<file path="config.mk">
export PLATFORM = sky130hd
export DESIGN_NAME = drp_register_target
export DESIGN_NICKNAME = d
export VERILOG_FILES = /design/src/rtl/drp_pkg.sv /design/src/rtl/drp_register_target.sv
export SDC_FILE = /design/constraint.sdc
export NUM_CORES = 1
export LEC_CHECK = 0
export BUFFER_PORTS_ARGS = -buffer_cell sky130_fd_sc_hd__buf_2
export CAP_MARGIN = 10
export CORE_AREA = 2 2 232 234
export DETAILED_ROUTE_END_ITERATION = 12
export DIE_AREA = 0 0 234 236
export REMOVE_ABC_BUFFERS = 1
export SKIP_CTS_REPAIR_TIMING = 1
export SLEW_MARGIN = 20
export SYNTH_ARGS = -nofsm -noshare
export SYNTH_HDL_FRONTEND = slang
export SYNTH_SLANG_ARGS = --single-unit
</file>
<file path="constraint.sdc">
create_clock -name clk -period 3.5 [get_ports clk]
set_clock_uncertainty 0.1 [all_clocks]
set_input_delay 0.7 -clock clk [delete_from_list [all_inputs] [get_ports clk]]
set_output_delay 0.7 -clock clk [all_outputs]
set_load 0.05 [all_outputs]
</file>
<file path="src/rtl/drp_pkg.sv">
// rtl/drp_pkg.sv - shared DRP bus widths and transaction FSM state type
package drp_pkg;

   localparam int DRP_ADDR_WIDTH = 9;
   localparam int DRP_DATA_WIDTH = 16;

   typedef enum logic [1:0] {
      ST_IDLE = 2'd0,
      ST_WAIT = 2'd1,
      ST_ACK  = 2'd2
   } drp_state_e;

endpackage

</file>
<file path="src/rtl/drp_register_target.sv">
// rtl/drp_register_target.sv - DRP slave with R/W control registers and read-only status window
module drp_register_target
   import drp_pkg::*;
#(
   parameter int                                  NUM_REGS  = 16,
   parameter int                                  LATENCY   = 2,
   parameter logic [DRP_ADDR_WIDTH-1:0]           BASE_ADDR = 9'h000,
   parameter logic [NUM_REGS*DRP_DATA_WIDTH-1:0]  REG_INIT  = '0
) (
   input  logic                                 clk,
   input  logic                                 rst,
   input  logic                                 drp_en,
   input  logic                                 drp_we,
   input  logic [DRP_ADDR_WIDTH-1:0]            drp_addr,
   input  logic [DRP_DATA_WIDTH-1:0]            drp_di,
   output logic [DRP_DATA_WIDTH-1:0]            drp_do,
   output logic                                 drp_rdy,
   output logic [NUM_REGS*DRP_DATA_WIDTH-1:0]   ctrl_out,
   output logic [NUM_REGS-1:0]                  ctrl_wr,
   input  logic [NUM_REGS*DRP_DATA_WIDTH-1:0]   status_in,
   output logic                                 proto_err,
   output logic [15:0]                          err_count
);

   // WAIT lasts LATENCY-1 cycles; the counter is loaded with LATENCY-2 and
   // WAIT exits when it reads zero. LATENCY==1 skips WAIT entirely.
   localparam int               CNT_W        = 3;
   localparam logic [CNT_W-1:0] CNT_LOAD     = (LATENCY > 1) ? CNT_W'(LATENCY - 2) : '0;
   localparam drp_state_e       ACCEPT_STATE = (LATENCY > 1) ? ST_WAIT : ST_ACK;

   drp_state_e                           state_q, state_d;
   logic [CNT_W-1:0]                     cnt_q, cnt_d;
   logic                                 we_q, we_d;
   logic [DRP_ADDR_WIDTH-1:0]            addr_q, addr_d;
   logic [DRP_DATA_WIDTH-1:0]            di_q, di_d;
   logic                                 rdy_q, rdy_d;
   logic [DRP_DATA_WIDTH-1:0]            do_q, do_d;
   logic [NUM_REGS*DRP_DATA_WIDTH-1:0]   ctrl_q, ctrl_d;
   logic [NUM_REGS-1:0]                  ctrl_wr_q, ctrl_wr_d;
   logic                                 proto_err_q, proto_err_d;
   logic [15:0]                          err_count_q, err_count_d;

   // Transaction fields: live inputs while IDLE (needed when LATENCY==1
   // completes on the accept edge), latched copies afterwards.
   logic                                 cur_we;
   logic [DRP_ADDR_WIDTH-1:0]            cur_addr;
   logic [DRP_DATA_WIDTH-1:0]            cur_di;
   logic                                 finish;

   logic [DRP_ADDR_WIDTH:0]              addr_ext;
   logic [DRP_ADDR_WIDTH:0]              offset_ext;
   logic                                 above_base;
   logic                                 hit_ctrl;
   logic                                 hit_status;
   logic [DRP_DATA_WIDTH-1:0]            rd_data;

   // Select the fields of the transaction being decoded this cycle
   always_comb begin
      cur_we   = we_q;
      cur_addr = addr_q;
      cur_di   = di_q;
      if (state_q == ST_IDLE) begin
         cur_we   = drp_we;
         cur_addr = drp_addr;
         cur_di   = drp_di;
      end
   end

   // Address decode and read mux; offset arithmetic is one bit wider so an
   // address below the base can never wrap into the window
   always_comb begin
      addr_ext   = {1'b0, cur_addr};
      offset_ext = addr_ext - {1'b0, BASE_ADDR};
      above_base = (addr_ext >= {1'b0, BASE_ADDR});
      hit_ctrl   = above_base && (offset_ext < (DRP_ADDR_WIDTH+1)'(NUM_REGS));
      hit_status = above_base && !hit_ctrl
                   && (offset_ext < (DRP_ADDR_WIDTH+1)'(2 * NUM_REGS));
      rd_data    = '0;
      for (int i = 0; i < NUM_REGS; i++) begin
         if (hit_ctrl && (offset_ext == (DRP_ADDR_WIDTH+1)'(i))) begin
            rd_data = ctrl_q[DRP_DATA_WIDTH*i +: DRP_DATA_WIDTH];
         end
         if (hit_status && (offset_ext == (DRP_ADDR_WIDTH+1)'(NUM_REGS + i))) begin
            rd_data = status_in[DRP_DATA_WIDTH*i +: DRP_DATA_WIDTH];
         end
      end
   end

   // Next-state: FSM sequencing, completion side effects and violation counting
   always_comb begin
      state_d     = state_q;
      cnt_d       = cnt_q;
      we_d        = we_q;
      addr_d      = addr_q;
      di_d        = di_q;
      ctrl_d      = ctrl_q;
      rdy_d       = 1'b0;
      do_d        = '0;
      ctrl_wr_d   = '0;
      proto_err_d = 1'b0;
      err_count_d = err_count_q;
      finish      = 1'b0;

      unique case (state_q)
         ST_IDLE: begin
            if (drp_en) begin
               we_d    = drp_we;
               addr_d  = drp_addr;
               di_d    = drp_di;
               cnt_d   = CNT_LOAD;
               state_d = ACCEPT_STATE;
               finish  = (LATENCY == 1);
            end
         end
         ST_WAIT: begin
            if (cnt_q == '0) begin
               state_d = ST_ACK;
               finish  = 1'b1;
            end else begin
               cnt_d = cnt_q - CNT_W'(1);
            end
         end
         ST_ACK: begin
            state_d = ST_IDLE;
         end
         default: begin
            state_d = ST_IDLE;
         end
      endcase

      // Edge entering ACK: sample read data, commit control writes
      if (finish) begin
         rdy_d = 1'b1;
         if (!cur_we) begin
            do_d = rd_data;
         end
         for (int i = 0; i < NUM_REGS; i++) begin
            if (cur_we && hit_ctrl && (offset_ext == (DRP_ADDR_WIDTH+1)'(i))) begin
               ctrl_d[DRP_DATA_WIDTH*i +: DRP_DATA_WIDTH] = cur_di;
               ctrl_wr_d[i] = 1'b1;
            end
         end
      end

      // A request while busy is ignored apart from being flagged and counted
      if (drp_en && (state_q != ST_IDLE)) begin
         proto_err_d = 1'b1;
         if (err_count_q != 16'hFFFF) begin
            err_count_d = err_count_q + 16'd1;
         end
      end
   end

   // State and output registers with synchronous reset
   always_ff @(posedge clk) begin
      if (rst) begin
         state_q     <= ST_IDLE;
         cnt_q       <= '0;
         we_q        <= 1'b0;
         addr_q      <= '0;
         di_q        <= '0;
         rdy_q       <= 1'b0;
         do_q        <= '0;
         ctrl_q      <= REG_INIT;
         ctrl_wr_q   <= '0;
         proto_err_q <= 1'b0;
         err_count_q <= '0;
      end else begin
         state_q     <= state_d;
         cnt_q       <= cnt_d;
         we_q        <= we_d;
         addr_q      <= addr_d;
         di_q        <= di_d;
         rdy_q       <= rdy_d;
         do_q        <= do_d;
         ctrl_q      <= ctrl_d;
         ctrl_wr_q   <= ctrl_wr_d;
         proto_err_q <= proto_err_d;
         err_count_q <= err_count_d;
      end
   end

   assign drp_do    = do_q;
   assign drp_rdy   = rdy_q;
   assign ctrl_out  = ctrl_q;
   assign ctrl_wr   = ctrl_wr_q;
   assign proto_err = proto_err_q;
   assign err_count = err_count_q;

endmodule

</file>
==> metrics <==
CP arrival 3.95 ns; RR Endpoint drp_do[13]; # nets final 3,144; Worst-Skew Late Latency 0.57 ns; clock buffer depth 3; Port Buffers 590; Total Power 9.673 mW; crit start category input port; Netlist Area Pre-Place 16,240 um^2; sequential group share of total power 40.2%; Post-synth EDFFs 0; Sinks on Clock Net 337; Leakage 10.54 nW; worst slew pin tran 1.146 ns; Fill cells 5,321; die area 55,220 um^2; P_int 6.951 mW; total track usage 37.25%; global-route wire length before repair 148.8 mm; cells on worst reg2reg path 11; Post-Synthesis Cells 1,972; CTS tree yes; fraction of layout cells with a size suffix above 1 41.96%; status finished, violations left; final setup fails 2; Max stage delay on crit path 0.57 ns; number of H-tree levels 2; ys flop type dfxtp_1; critical path's top delay family simple AND/OR/NAND/NOR gates; area delta synth->final 54.12%; Synth top cells by count 356 x nor2_1, 337 x dfxtp_1, 273 x a211oi_1; Switch Pwr 2.722 mW; Vias per Instance 5.939; Yosys reg bits 337; required time of the critical path 3.93 ns; failing checks setup timing; Critical-path top delay cell or4b_1; Max-Cap Viols 0; synth unique cells 74; hold_sp drp_we; WL/cell 29.87 um; die height 236 um; Peak VDD IR 0.2857 mV; # rows 85; Remaining DRCs 0; Yosys warning count 0; register-to-register setup slack -0.01 ns; initial antenna violation count 7; die width 234 um; Cell Pwr Density 386.5 nW/um^2; GPL Wtd Cong 1.016; net switching share of the total power 28.14%; vias in the first global route 20,260; core area 53,070 um^2; Placement Setup Slack -0.7846 ns; Fin Hold WS 0.2896 ns; Routed WL 107.2 mm; IO Count 591; CP Class in -> reg; Starting Density 30.60%; combinational power share 14.9%; register area share after synthesis 41.54%; CP Buf/Inv Count 8; maximum clock frequency 283.6 MHz; share of the synthesized area in the top cell type 41.54%; final worst setup slack -0.02669 ns; Setup crit start drp_addr[8]; WP depth 17; Final Hold Fails 0; async set or reset register ratio after synthesis 0%; cts bufs inserted 40; Slew Viols, Final 0; HPWL Detailed 84.43 mm; Initial DRC Count 2,826; Hold Path Class in -> reg; worst-path cell chain buf_2 > buf_4 > buf_4 > or4b_1 > o21a_1 > buf_12 > buf_4 > nor4_2 > buf_4 > a21oi_1 > and3_1 > nand4_1 > o21ai_1 > buf_4 > a21oi_1 > buf_4 > o31a_1; reg2reg start state_q[0]; Tmin final 3.527 ns; most frequent cell after synthesis nor2_1; Detailed Routing Iterations Pass 1 6; Root Buffer clkbuf_16; main area contributors after synthesis dfxtp_1 42%, a211oi_1 13%, nor2_1 8.2%; Critical Path Most Common Cell buf_4; largest net degree at the start of global routing 88; critical path peak fanout 11; final antenna-violating net count 0; syn avg cell area 8.235 um^2; clock share of power 45.0%; Max-Slew Margin vs Limit 23.57%; grt total ovfl 0; CP endpoint kind flop; top cell type by total area after synthesis dfxtp_1; Final Cycle Share 100.8%; vias 21,310; Worst Setup EP drp_do[0]; RSZ-0062 raised after global routing true; CTS clk-pin slew, worst paths 0.06 ns
[final cells by class]
cell class              instances  area, um^2  area share [%]
diodes                          6       15.01         0.05999
well taps                     696       870.8           3.479
repair buffers               1026        6678           26.68
clock buffers                  55        1169           4.669
multi-input cells            1447        9346           37.34
clock inverters                17       180.2          0.7199
inverters                       4       15.01         0.05999
flip-flops and latches        337        6754           26.99
[registers in the layout, summed over array words and instances, names as in the netlist]
name,flops
di_q,16
proto_err,1
drp_do,16
we_q,1
drp_rdy,1
cnt_q,3
addr_q,9
err_count,16
state_q,2
ctrl_out,256
ctrl_wr,16
[metal layers]
layer	part of all wire [%]	routed length, um	track usage, %	vias up
met5	0	0	0	-
met4	4.9	5238	16.03	0
met3	11	11250	7.991	238
met2	44	46840	56.80	1421
met1	41	43830	50.43	10330
li1	-	-	-	9325
[cells by family after synthesis]
kind of cell | Yosys count | share of synthesized area, %
buffers and inverters | 188 | 4.592
xor gates and xnor gates | 15 | 0.8090
and+or+nand+nor | 657 | 17.69
DFF | 337 | 41.54
adders and majority gates | 3 | 0.2312
muxes | 19 | 1.179
AOI/OAI and AO/OA | 753 | 33.95
[worst min path at each step]
stage | endpoint | cells after the start
finish | we_q | 3
global route | we_q | 3
CTS | we_q | 3
detailed placement | di_q[4] | 2
global placement | di_q[11] | 2
floorplan | di_q[0] | 2
[cell usage in the layout (no fill, tap or decap), drive strengths merged, types with 5 or more instances in the layout]
cell type     n
a21oi        91
a2111oi      28
a21o          7
o2111ai      16
or4          12
nor2        357
o21ai        71
nor4         21
nand4        17
o22a          6
inv           7
nor3         43
a221o         9
and3          9
buf        1026
nor2b         8
o211ai        8
o22ai        77
nand2       126
diode         6
a211oi      273
a221oi       19
a22oi        62
dfxtp       337
and2         10
clkbuf       55
o21a          8
a22o         13
or3           5
xor2         12
o221ai       12
clkinv        9
nand3        29
a222oi       19
a31oi         8
mux2i        18
[power groups by stage]
stage / Sequential, mW / Clock [mW] / Combinational (mW)
floorplan: 3.98 / 0 / 0.346
finish: 3.89 / 4.35 / 1.44
CTS: 3.88 / 4.36 / 1.33
detailed placement: 3.97 / 0 / 1.32
global placement: 3.97 / 0 / 1.32
global route: 3.89 / 4.50 / 1.47
[tightest hold or removal path: cells and delay by family]
family | cells | cell delay [ns]
buf+inv | 1 | 0.11
simple gates | 1 | 0.05
compound gates | 1 | 0.05
[per-stage QoR]
stage | util (%) | setup TNS, ns | std cells | instance area, um^2
finish | 47.16 | -0.03225 | 3588 | 25030
global route | 47.16 | -0.1975 | 3587 | 25030
CTS | 46.08 | -3.080 | 3568 | 24460
detailed placement | 43.54 | -35.62 | 3496 | 23110
global placement | 43.54 | -26.41 | 3496 | 23110
floorplan | - | -293.83 | 1788 | 15510
No activity file was read; power rests on OpenSTA's default activity.
